$ cat config.mk
export PLATFORM = sky130hd
export DESIGN_NAME = scale_div_arb
export DESIGN_NICKNAME = d
export VERILOG_FILES = /design/src/rtl/scale_div_arb.sv
export SDC_FILE = /design/constraint.sdc
export NUM_CORES = 1
export LEC_CHECK = 0
export BUFFER_PORTS_ARGS = -buffer_cell sky130_fd_sc_hd__buf_2
export CAP_MARGIN = 10
export CORE_MARGIN = 2
export CORE_UTILIZATION = 48
export CTS_BUF_LIST = sky130_fd_sc_hd__clkbuf_8 sky130_fd_sc_hd__clkbuf_16
export DETAILED_ROUTE_END_ITERATION = 8
export PLACE_DENSITY_LB_ADDON = 0.05
export SETUP_SLACK_MARGIN = 0.3
export SYNTH_ARGS = -nofsm -noshare
export SYNTH_HDL_FRONTEND = slang
export SYNTH_SLANG_ARGS = --single-unit
$ cat constraint.sdc
create_clock -name rd_clk -period 3.1 [get_ports rd_clk]
set_input_delay 0.31 -clock rd_clk [delete_from_list [all_inputs] [get_ports rd_clk]]
set_output_delay 0.31 -clock rd_clk [all_outputs]
set_load 0.01 [all_outputs]
$ cat src/rtl/scale_div_arb.sv
// scale_div_arb
//   Shares one external divider among four screen read channels. Each renew
//   request computes X and Y scale steps (unsigned, 8 fractional bits) with
//   two serial divisions and commits both atomically to that channel's steps.
//
// Ports
//   rd_clk, rst_n        clock, synchronous active-low reset (shared with divider)
//   renew[3:0]           per-channel recompute request pulse
//   x_rd_size, y_rd_size 4x13 packed output sizes, channel i at [13i+12:13i]
//   div_start            one-cycle divider start
//   div_num, div_den     divider operands, stable until the matching div_done
//   div_done, div_quot   divider result strobe and quotient
//   x_add, y_add         4x20 packed step registers, channel i at [20i+19:20i]
//   upd[3:0]             one-cycle pulse when a channel's steps commit
//   busy                 high whenever the scheduler is not idle
//   err[3:0]             sticky per-channel divider timeout flags
//
// Build option
//   DIV_TIMEOUT_EN       enables the divider watchdog (TIMEOUT cycles per wait);
//                        without it waits are unbounded and err is tied low.

module scale_div_arb #(
  parameter int unsigned X_SIZE  = 960,
  parameter int unsigned Y_SIZE  = 1080,
  parameter int unsigned TIMEOUT = 64
) (
  input  logic        rd_clk,
  input  logic        rst_n,
  input  logic [3:0]  renew,
  input  logic [51:0] x_rd_size,
  input  logic [51:0] y_rd_size,
  output logic        div_start,
  output logic [19:0] div_num,
  output logic [19:0] div_den,
  input  logic        div_done,
  input  logic [19:0] div_quot,
  output logic [79:0] x_add,
  output logic [79:0] y_add,
  output logic [3:0]  upd,
  output logic        busy,
  output logic [3:0]  err
);

  typedef enum logic [2:0] {IDLE, X_START, X_WAIT, Y_START, Y_WAIT, COMMIT} state_t;

  localparam logic [19:0] X_NUM = 20'(X_SIZE * 256);
  localparam logic [19:0] Y_NUM = 20'(Y_SIZE * 256);
  localparam logic [19:0] UNITY = 20'd256;

  state_t      state_q, state_d;
  logic [3:0]  pending_q, pending_d;
  logic [1:0]  rr_q, rr_d;
  logic [1:0]  gnt_q, gnt_d;
  logic [12:0] xs_q, xs_d, ys_q, ys_d;
  logic [19:0] num_q, num_d, den_q, den_d;
  logic [19:0] xtmp_q, xtmp_d, ytmp_q, ytmp_d;
  logic [79:0] xadd_q, xadd_d, yadd_q, yadd_d;
  logic [3:0]  upd_q, upd_d;

  logic        gnt_found;
  logic [1:0]  gnt_idx, cand;
  logic [12:0] sel_xs, sel_ys;
  logic        wd_expired;

  // Round-robin search: first pending bit at or after rr_q, wrapping 3->0.
  always_comb begin
    gnt_found = 1'b0;
    gnt_idx   = rr_q;
    cand      = '0;
    for (int unsigned k = 0; k < 4; k++) begin
      cand = rr_q + 2'(k);
      if (!gnt_found && pending_q[cand]) begin
        gnt_found = 1'b1;
        gnt_idx   = cand;
      end
    end
    sel_xs = x_rd_size[13*gnt_idx +: 13];
    sel_ys = y_rd_size[13*gnt_idx +: 13];
  end

`ifdef DIV_TIMEOUT_EN
  localparam int unsigned CW = $clog2(TIMEOUT + 1);
  logic [CW-1:0] cnt_q;
  logic [3:0]    err_q;

  always_ff @(posedge rd_clk) begin
    if (!rst_n)                                      cnt_q <= '0;
    else if (state_q == X_WAIT || state_q == Y_WAIT) cnt_q <= cnt_q + 1'b1;
    else                                             cnt_q <= '0;
  end

  assign wd_expired = (state_q == X_WAIT || state_q == Y_WAIT) && !div_done &&
                      (cnt_q == CW'(TIMEOUT - 1));

  always_ff @(posedge rd_clk) begin
    if (!rst_n)          err_q <= '0;
    else if (wd_expired) err_q[gnt_q] <= 1'b1;
  end

  assign err = err_q;
`else
  assign wd_expired = 1'b0;
  assign err        = '0;
`endif

  always_comb begin
    state_d   = state_q;
    pending_d = pending_q;
    rr_d      = rr_q;
    gnt_d     = gnt_q;
    xs_d      = xs_q;
    ys_d      = ys_q;
    num_d     = num_q;
    den_d     = den_q;
    xtmp_d    = xtmp_q;
    ytmp_d    = ytmp_q;
    xadd_d    = xadd_q;
    yadd_d    = yadd_q;
    upd_d     = '0;

    // Zero sizes skip their division; the next START (or COMMIT) is chosen
    // at the point the previous phase ends, loading operands on the way in.
    case (state_q)
      IDLE: begin
        if (gnt_found) begin
          pending_d[gnt_idx] = 1'b0;
          gnt_d = gnt_idx;
          xs_d  = sel_xs;
          ys_d  = sel_ys;
          if (sel_xs != '0) begin
            state_d = X_START;
            num_d   = X_NUM;
            den_d   = {7'd0, sel_xs};
          end else begin
            xtmp_d = UNITY;
            if (sel_ys != '0) begin
              state_d = Y_START;
              num_d   = Y_NUM;
              den_d   = {7'd0, sel_ys};
            end else begin
              ytmp_d  = UNITY;
              state_d = COMMIT;
            end
          end
        end
      end
      X_START: state_d = X_WAIT;
      X_WAIT: begin
        if (div_done) begin
          xtmp_d = div_quot;
          if (ys_q != '0) begin
            state_d = Y_START;
            num_d   = Y_NUM;
            den_d   = {7'd0, ys_q};
          end else begin
            ytmp_d  = UNITY;
            state_d = COMMIT;
          end
        end else if (wd_expired) begin
          rr_d    = gnt_q + 2'd1;
          state_d = IDLE;
        end
      end
      Y_START: state_d = Y_WAIT;
      Y_WAIT: begin
        if (div_done) begin
          ytmp_d  = div_quot;
          state_d = COMMIT;
        end else if (wd_expired) begin
          rr_d    = gnt_q + 2'd1;
          state_d = IDLE;
        end
      end
      COMMIT: begin
        xadd_d[20*gnt_q +: 20] = xtmp_q;
        yadd_d[20*gnt_q +: 20] = ytmp_q;
        upd_d[gnt_q] = 1'b1;
        rr_d    = gnt_q + 2'd1;
        state_d = IDLE;
      end
      default: state_d = IDLE;
    endcase

    // A renew arriving in the grant cycle (or in service) re-arms pending.
    pending_d = pending_d | renew;
  end

  always_ff @(posedge rd_clk) begin
    if (!rst_n) begin
      state_q   <= IDLE;
      pending_q <= '0;
      rr_q      <= '0;
      gnt_q     <= '0;
      xs_q      <= '0;
      ys_q      <= '0;
      num_q     <= '0;
      den_q     <= '0;
      xtmp_q    <= UNITY;
      ytmp_q    <= UNITY;
      xadd_q    <= {4{UNITY}};
      yadd_q    <= {4{UNITY}};
      upd_q     <= '0;
    end else begin
      state_q   <= state_d;
      pending_q <= pending_d;
      rr_q      <= rr_d;
      gnt_q     <= gnt_d;
      xs_q      <= xs_d;
      ys_q      <= ys_d;
      num_q     <= num_d;
      den_q     <= den_d;
      xtmp_q    <= xtmp_d;
      ytmp_q    <= ytmp_d;
      xadd_q    <= xadd_d;
      yadd_q    <= yadd_d;
      upd_q     <= upd_d;
    end
  end

  assign div_start = (state_q == X_START) || (state_q == Y_START);
  assign div_num   = num_q;
  assign div_den   = den_q;
  assign x_add     = xadd_q;
  assign y_add     = yadd_q;
  assign upd       = upd_q;
  assign busy      = (state_q != IDLE);

endmodule
; After elaboration in Yosys (flattened, before gate mapping)
; Index checks and enable logic that the tools add are counted.
[totals]
reg_bits = 268
word_cells = 122
inputBits = 131
[classes]
mux = 52
mul = 2
n_reduce_logical = 22
bitwise_logic = 3
n_addsub = 5
n_eq_ne = 13
order_cmp = 8
shift = 5
[ops]
columns = op, count
row1 = $mux W20, 18
row2 = $bwmux W80, 2
row3 = $shiftx A20 B34 Y80, 2
row4 = $pmux W20 S2, 3
row5 = $shiftx A52 B7 Y13, 2
row6 = $shift A20 B34 Y80 const A, 1
row7 = $pmux W20 S3, 1
row8 = $reduce_bool A13 Y1, 3
row9 = $neg A7 Y34, 1
row10 = $lt A2 B3 Y1 const B, 6
row11 = $mux W3, 6
row12 = $pmux W3 S5, 1
row13 = $ne A2 B2 Y1 const B, 7
row14 = $mux W1, 10
row15 = $bmux W1 S2, 4
row16 = $mux W4, 2
row17 = $reduce_and A7 Y1, 1
row18 = $eq A3 B2 Y1 const B, 2
row19 = $eq A3 B3 Y1 const B, 2
row20 = $mul A4 B2 Y6 const A, 1
row21 = $mux W2, 3
row22 = $reduce_bool A3 Y1, 2
row23 = $logic_and A1 B1 Y1, 5
row24 = $mul A3 B2 Y5 const A, 1
row25 = 17 further kinds, 24

; Depth between registers and ports, before layout
; Gate-level depths: netlist of the first run.
[logic_depth]
depth_word = 21
mapped_depth = 14
mapped_depth_nobuf = 9

; Least setup slack after synthesis of the first run
; Ideal clock, no wire load.
[synth_path]
path_type = register -> register
start = register gnt_q[0]
end = register xadd_q[35] (netlist: x_add[35])
period_less_slack_ps = 3161
t_arrival_ps = 3034
slack_ps = -61
setup_ps = 128
n_path_buf = 4
path_stages_with_launch = 12
cell_sequence = dfxtp_1 buf_1 inv_1 ha_1 clkbuf_1 clkbuf_1 clkbuf_1 mux2i_1 a21oi_1 a22o_1 a22oi_1 nor2_1
[synth_between]
elab_chain_len = 4
word_cells_on_any_way = 5
[synth_lines]
columns = item, line
row1 = start: declaration, 53  ; logic [1:0] gnt_q, gnt_d;
row2 = start signal: assignment, 207  ; gnt_q <= gnt_d;
row3 = $mul A3 B2 Y5 (*), 175  ; xadd_d[20*gnt_q +: 20] = xtmp_q;
row4 = $neg A7 Y34 (*), 175
row5 = $shiftx A20 B34 Y80 / $shift A20 B34 Y80 (equally long branches), 175
row6 = $bwmux W80 (*), 175
row7 = end signal: assignment, 200  ; xadd_q <= {4{UNITY}};
row8 = end: declaration, 57  ; logic [79:0] xadd_q, xadd_d, yadd_q, yadd_d;
; Every way passes the cells marked *; elsewhere a longest branch is shown, timed or not.
; A chain may end at the register's enable or synchronous reset.

; Final worst setup path of the first run
[layout_path]
start = register pending_q[3]
end = register ytmp_q[6]
[layout_between]
elab_chain_len = 17
word_cells_on_any_way = 30
[layout_lines]
columns = item, line
row1 = start: declaration, 51  ; logic [3:0] pending_q, pending_d;
row2 = start signal: assignment, 205  ; pending_q <= pending_d;
row3 = $bmux W1 S2, 72  ; if (!gnt_found && pending_q[cand]) begin
row4 = $mux W1 (not written as such), 72
row5 = $mux W1, 72
row6 = $logic_not A1 Y1, 72
row7 = $logic_and A1 B1 Y1, 72
row8 = $mux W1, 72
row9 = $logic_not A1 Y1, 72
row10 = $logic_and A1 B1 Y1, 72
row11 = $mux W1, 72
row12 = $logic_not A1 Y1, 72
row13 = $logic_and A1 B1 Y1, 72
row14 = $mux W2, 72
row15 = $mul A4 B2 Y6, "77, 78"
row16 = $shiftx A52 B7 Y13 (on tied branches), "78, 77"
row17 = $reduce_bool A13 Y1 (on tied branches), "136, 130"
row18 = $ne A2 B2 Y1 (no line), --
row19 = $reduce_and A7 Y1 (no line) (*), --
row20 = end signal: assignment, 213  ; ytmp_q <= ytmp_d;
row21 = end: declaration, 56  ; logic [19:0] xtmp_q, xtmp_d, ytmp_q, ytmp_d;
; Every way passes the cells marked *; elsewhere a longest branch is shown, timed or not. The select of a mux whose other input is x is not followed.

==> metrics.yaml, run 1 <==
status: "completed"
grt.total_usage: 0.342
antenna-diode-count: 0
grt_max_degree: 158
cts_buffer_depth: 3
min_period_over_period: 0.995
ioPinCount: 341
num_rows: 58
hold_depth: 2
drtAntennaViolNets: 0
yosys.area_share.adder: 0.00823
worst_path_largest_cell_delay_ns: 0.57
place_inst: 2119
grt_overflow_total: 0
core_sq_um: 25000
synth-edff-count: 0
cp.arrival_ns: 3.51
final_util: 0.634
ys_seq_area_frac: 0.400
synth_top_family_by_area: "simple AND/OR/NAND/NOR gates"
leakage_nw: 6.79
antenna_found_initial: 0
min_period_ns: 3.08
post-route-drc-count: 0
fmax_mhz: 324
min-delay-start: "div_quot[16]"
critPathKind: "reg -> reg"
portBuffers: 317
drt-total-wl_um: 48200
synthesis.instances: 1526
worst_r2r_path_depth: 10
avgSynthCellArea_sq_um: 7.97
powerDensity_nw_per_um2: 592
areaGrowthSynthToFinish_pct: 30.5
path_cells: "and3b_2 > or4_4 > and3_1 > a211oi_1 > o22ai_1 > and4b_1 > and4_4 > o21ai_4 > clkbuf_16 > mux2i_1"
numCtsBuffers: 26
end_kind: "flop"
die_width_um: 163
whs_ns: 0.00915
cts.reportedPaths.clkPinSlew_ns: 0.06
setup_violations: 0
cts_tree: "done"
placed_cell_area_sq_um: 14300
drive_gt1_frac: 0.303
cp.required_ns: 3.53
viasPerCell: 6.07
vias: 13353
worstHoldEndpoint: "xtmp_q[16]"
vdd.ir_drop.worst_mv: 0.390
ff_latch_area_sq_um: 4880
reg2reg_from: "pending_q[3]"
grt_pass1_wl_um: 70300
yosys.area.top_type_share: 0.400
routabilityCongestion: 0.947
cpMaxStageDelayCell: "or4_4"
crit_fanout: 6
nets: 1988
fin_ws_ns: 0.0155
critPathLaunchType: "flop"
post-dp-hpwl_um: 34900
stdcell_area_sq_um: 15900
synth_compound_area_frac: 0.226
finalNonFillerCells: 2199
yosysUniqueCellTypes: 65
tns_ns: 0
wl_per_cell_um: 21.9
synth_top_cell_by_area: "dfxtp_1"
yosys.area_share.simple: 0.231
reg2reg_to: "ytmp_q[6]"
worst_slew_pin_slew_ns: 1.04
hp-class: "in -> reg"
final_hold_viol_count: 0
drtIter0Drc: 1504
finalClockSkew_ns: 0.0125
dieHeight_um: 163
async_flop_share: 0
htree_levels: 1
p_total_mw: 9.38
multi_input_area_sq_um: 6890
regToRegSetupSlack_ns: 0.02
synthTopCellsByArea: "dfxtp_1 (40%), nor2_1 (7.5%), a22oi_1 (5.9%), mux2i_1 (4.9%), nand2_1 (4.6%)"
synthMuxAreaShare: 0.0662
drv_cap: 0
synth_warnings: 0
synth_seq_cells: 243
dp_worst_setup_slack_ns: -0.0735
syn_area_sq_um: 12200
rsz0062_at_grt: "true"
fillerInstances: 2323
cts_num_sinks: 243
initial_core_util: 0.486
synth-xor-area-share: 0
dieArea_sq_um: 26600
grt_pass1_vias: 11912
synthFlopType: "dfxtp_1"
clock_latency_ns: 0.55
first_pass_iters: 5
slew_viol_final: 0
relSlewSlack: 0.297
root_buffer: "clkbuf_16"
[worst max-delay path by stage]
stage	start	to	slack [ns]	cells after the start
final	pending_q[3]	ytmp_q[6]	0.02	10
after CTS	pending_q[3]	ytmp_q[6]	0.06	11
after global placement	pending_q[0]	div_den[4]	-0.02	10
after floorplan	pending_q[3]	div_den[7]	0.26	12
after detailed placement	pending_q[3]	xtmp_q[17]	-0.07	11
after global routing	pending_q[3]	ytmp_q[0]	-0.06	10
[synth_stat cells (all sizes together), types with 15 or more instances]
library cell	count
nand2	151
a211oi	40
nor3	81
nor2	242
and3	38
clkbuf	113
nor2b	15
a221oi	29
a22o	26
buf	50
mux2i	59
a21oi	85
o21ai	67
nand3	38
dfxtp	243
nor4	16
a22oi	95
mux2	19
[sequential cells by signal, indices dropped and copies added, names as in the netlist]
name / count
pending_q: 4
gnt_q: 2
xtmp_q: 20
ys_q: 13
ytmp_q: 20
state_q: 3
upd: 4
y_add: 80
x_add: 80
div_num: 2
div_den: 13
rr_q: 2
[cell type report]
class	count	area share
clock buffers	30	0.0445
clock inverters	18	0.0137
inverters	13	0.00323
multi-input cells	1132	0.434
flip-flops and latches	243	0.307
well taps	330	0.0260
repair buffers	433	0.171
[repair_timing]
item,4_1_cts,5_1_grt
setup buffers,2,12
hold buffers,8,0
endpoints found under the hold margin,8,0
gates resized for setup,20,49
endpoints found under the setup margin,62,142
cloned,2,8
pin swaps,6,12
[metal layers]
| metal | wire (um) | track usage | vias up | part of all wire |
|---|---|---|---|---|
| met4 | 1970 | 0.129 | 0 | 0.041 |
| met3 | 3890 | 0.0391 | 120 | 0.081 |
| met1 | 19600 | 0.453 | 6370 | 0.41 |
| met5 | 0 | 0 | - | 0 |
| met2 | 22800 | 0.574 | 746 | 0.47 |
| li1 | - | - | 6117 | - |
[report_power, final]
| group | internal [mW] | switching (mW) | leakage, nW |
|---|---|---|---|
| clock | 1.98 | 1.36 | 0.463 |
| combinational | 1.03 | 1.57 | 4.36 |
| sequential | 3.27 | 0.169 | 1.97 |
| total | 6.28 | 3.10 | 6.79 |
[kinds of logic after synthesis]
logic type	Yosys count
buf+inv	176
simple gates	622
other cells	1
mux	78
flops	243
fa+ha+maj	8
compound gates	398
[worst max-delay path, delay by kind of cell, from the launching register on]
| family | cells | cell delay [ns] |
|---|---|---|
| multiplexers | 1 | 0.11 |
| AO/OA/AOI/OAI | 3 | 0.62 |
| buffers and inverters | 1 | 0.19 |
| AND/OR/NAND/NOR | 5 | 1.66 |
| flip-flops | 1 | 0.38 |
[layout by cell type, fill, tap and decap left out, types with 31 or more instances in the layout]
cell / instances
buf_2: 317
nor2_1: 240
dfxtp_1: 236
nand2_1: 150
a22oi_1: 91
buf_4: 88
a21oi_1: 82
nor3_1: 77
mux2i_1: 59
o21ai_0: 49
nand3_1: 36
and3_1: 33
clkbuf_16: 31
Power figures use the tool's default switching activity.
==> run 2: changes to the inputs <==
- SETUP_SLACK_MARGIN: 0.3 -> 0.02
==> run 2 against run 1 <==
Net effect:
- the flow now finishes with violations (negative setup slack)
- sequential power hardly changed
- die area stayed put
- global-route usage is 0.83 points higher
- via count is 1.4% lower
- clock skew is 0.0019 ns higher
- first-iteration DRC count is 7.5% lower
- largest cell class unchanged
- highest routed layer unchanged
==> metrics.yaml, run 2 (synthesized netlist as in run 1, its figures left out) <==
status: "finished with violations"
violations: "negative setup slack"
num_rows: 58  # unchanged
root_buffer: "clkbuf_16"
setup_violations: 13  # +13
critPathKind: "reg -> reg"
end_kind: "flop"
numCtsBuffers: 26  # unchanged
cts.reportedPaths.clkPinSlew_ns: 0.06  # about the same
mostFrequentLayoutCells: "buf_2 (317), nor2_1 (241), dfxtp_1 (238)"
grt_pass1_vias: 12078  # +1.4%
first_pass_iters: 5  # unchanged
post-dp-hpwl_um: 36000  # +3.3%
drive_gt1_frac: 0.302  # -0.00108
min_period_ns: 3.14  # +0.0598 ns
leakage_nw: 6.86  # +1.1%
drtAntennaViolNets: 0  # unchanged
cp.required_ns: 3.55  # +0.02 ns
drt-total-wl_um: 49400  # +2.5%
antenna_found_initial: 0  # unchanged
dp_worst_setup_slack_ns: -0.132  # -0.0588 ns
critPathLaunchType: "flop"
final_util: 0.637  # +0.00350
cts_num_sinks: 243  # unchanged
wl_per_cell_um: 22.4  # +2.0%
die_width_um: 163  # unchanged
drv_cap: 0  # unchanged
final_hold_viol_count: 0  # unchanged
antenna-diode-count: 0  # unchanged
grt_pass1_wl_um: 71700  # +2.1%
ioPinCount: 341  # unchanged
finalClockSkew_ns: 0.0143  # +0.00186 ns
initial_core_util: 0.486  # unchanged
stdcell_area_sq_um: 16000  # +0.55%
post-route-drc-count: 0  # unchanged
dieArea_sq_um: 26600  # unchanged
core_sq_um: 25000  # unchanged
worst_slew_pin_slew_ns: 0.958  # -0.0854 ns
tns_ns: -0.201  # -0.201 ns
viasPerCell: 5.96  # -1.9%
dieHeight_um: 163  # unchanged
cts_tree: "done"
placed_cell_area_sq_um: 14400  # +0.36%
areaGrowthSynthToFinish_pct: 31.2
grt.total_usage: 0.351  # +0.00835
nets: 1998  # +0.50%
cp.arrival_ns: 3.60  # +0.09 ns
grt_max_degree: 119  # -25%
cts_buffer_depth: 3  # unchanged
min_period_over_period: 1.01  # +0.0193
grt_overflow_total: 0  # unchanged
rsz0062_at_grt: "true"
fmax_mhz: 318  # -1.9%
whs_ns: 0.00487  # -0.00428 ns
portBuffers: 317  # unchanged
vias: 13164  # -1.4%
slew_viol_final: 0  # unchanged
drtIter0Drc: 1391  # -7.5%
fin_ws_ns: -0.0443  # -0.0598 ns
clock_latency_ns: 0.54  # about the same
vdd.ir_drop.worst_mv: 0.483  # +24%
layout_commonest_cell: "buf_2"
relSlewSlack: 0.356  # +0.0594
powerDensity_nw_per_um2: 572  # -3.4%
htree_levels: 1  # unchanged
routabilityCongestion: 1.01  # +7.0%
crit_fanout: 6  # unchanged
hp-class: "in -> reg"
## run 2: changes by cell type in the layout (fill, tap and decap cells not counted), moves of 3 or more
cell           before  now
o21ai_0            49   58
buf_4              88   96
o21ai_1            14    6
inv_1              13   19
a211oi_4            3    8
clkinv_2            7    3
a211oi_2           11    8
and3_1             33   30
and3_4              5    8
bufinv_16           4    1
dlygate4sd3_1       8    5
## run 2: what timing repair did
item                                   in CTS  in global routing
endpoints found under the hold margin       5                  0
cloned                                      0                  9
hold buffers                                5                  0
buffers inserted                            2                 13
pin swaps                                   2                  8
setup endpoints to repair                  50                 56
resized for setup                          14                 60
## run 2: final cells by class
cell class / instances / area (sq um)
flip-flops and latches: 243 / 4870
well taps: 330 / 413
fillers: 2321 / 9080
clock inverters: 16 / 121
clock buffers: 32 / 733
inverters: 13 / 51.3
multi-input cells: 1130 / 6890
repair buffers: 445 / 2870
## run 2: worst max-delay path, stage by stage (launching register included)
cell and delay [ns]:
dfxtp_4 0.36, and3b_2 0.24, or4_4 0.54, buf_12 0.19, and3_4 0.16, a211oi_2 0.25
o22a_1 0.24, and4_4 0.24, and4_4 0.31, o21ai_4 0.14, clkbuf_16 0.20, mux2i_1 0.17
## run 2: path summary, 6_finish.rpt
| kind | startpoint | endpoint | slack [ns] | cells after the start |
|---|---|---|---|---|
| setup reg to reg | pending_q[3] | ytmp_q[9] | -0.04 | 11 |
| setup / recovery | pending_q[3] | ytmp_q[9] | -0.04 | 11 |
| hold reg to reg | x_add[43] | x_add[43] | 0.45 | 2 |
| hold / removal | div_quot[15] | xtmp_q[15] | 0.005 | 2 |
## run 2: report_power, final
group	internal, mW	total [mW]	switching, mW
sequential	3.27	3.44	0.168
combinational	1.01	2.61	1.60
clock	1.76	3.06	1.30
total	6.05	9.12	3.06
## run 2: stage by stage
step           instances  total power, mW
6_report            2209             9.12
5_1_grt             2209             9.46
4_1_cts             2187             8.85
3_5_place_dp        2132             5.79
3_3_place_gp        2132             5.79
2_1_floorplan       1548             4.93
## run 2: metal layers
layer  routed length [um]  track usage  vias up
li1                     -            -     6118
met1                19600        0.431     6159
met2                23300        0.595      716
met3                 3580       0.0521      171
met4                 2930        0.181        0
met5                    0            0        -
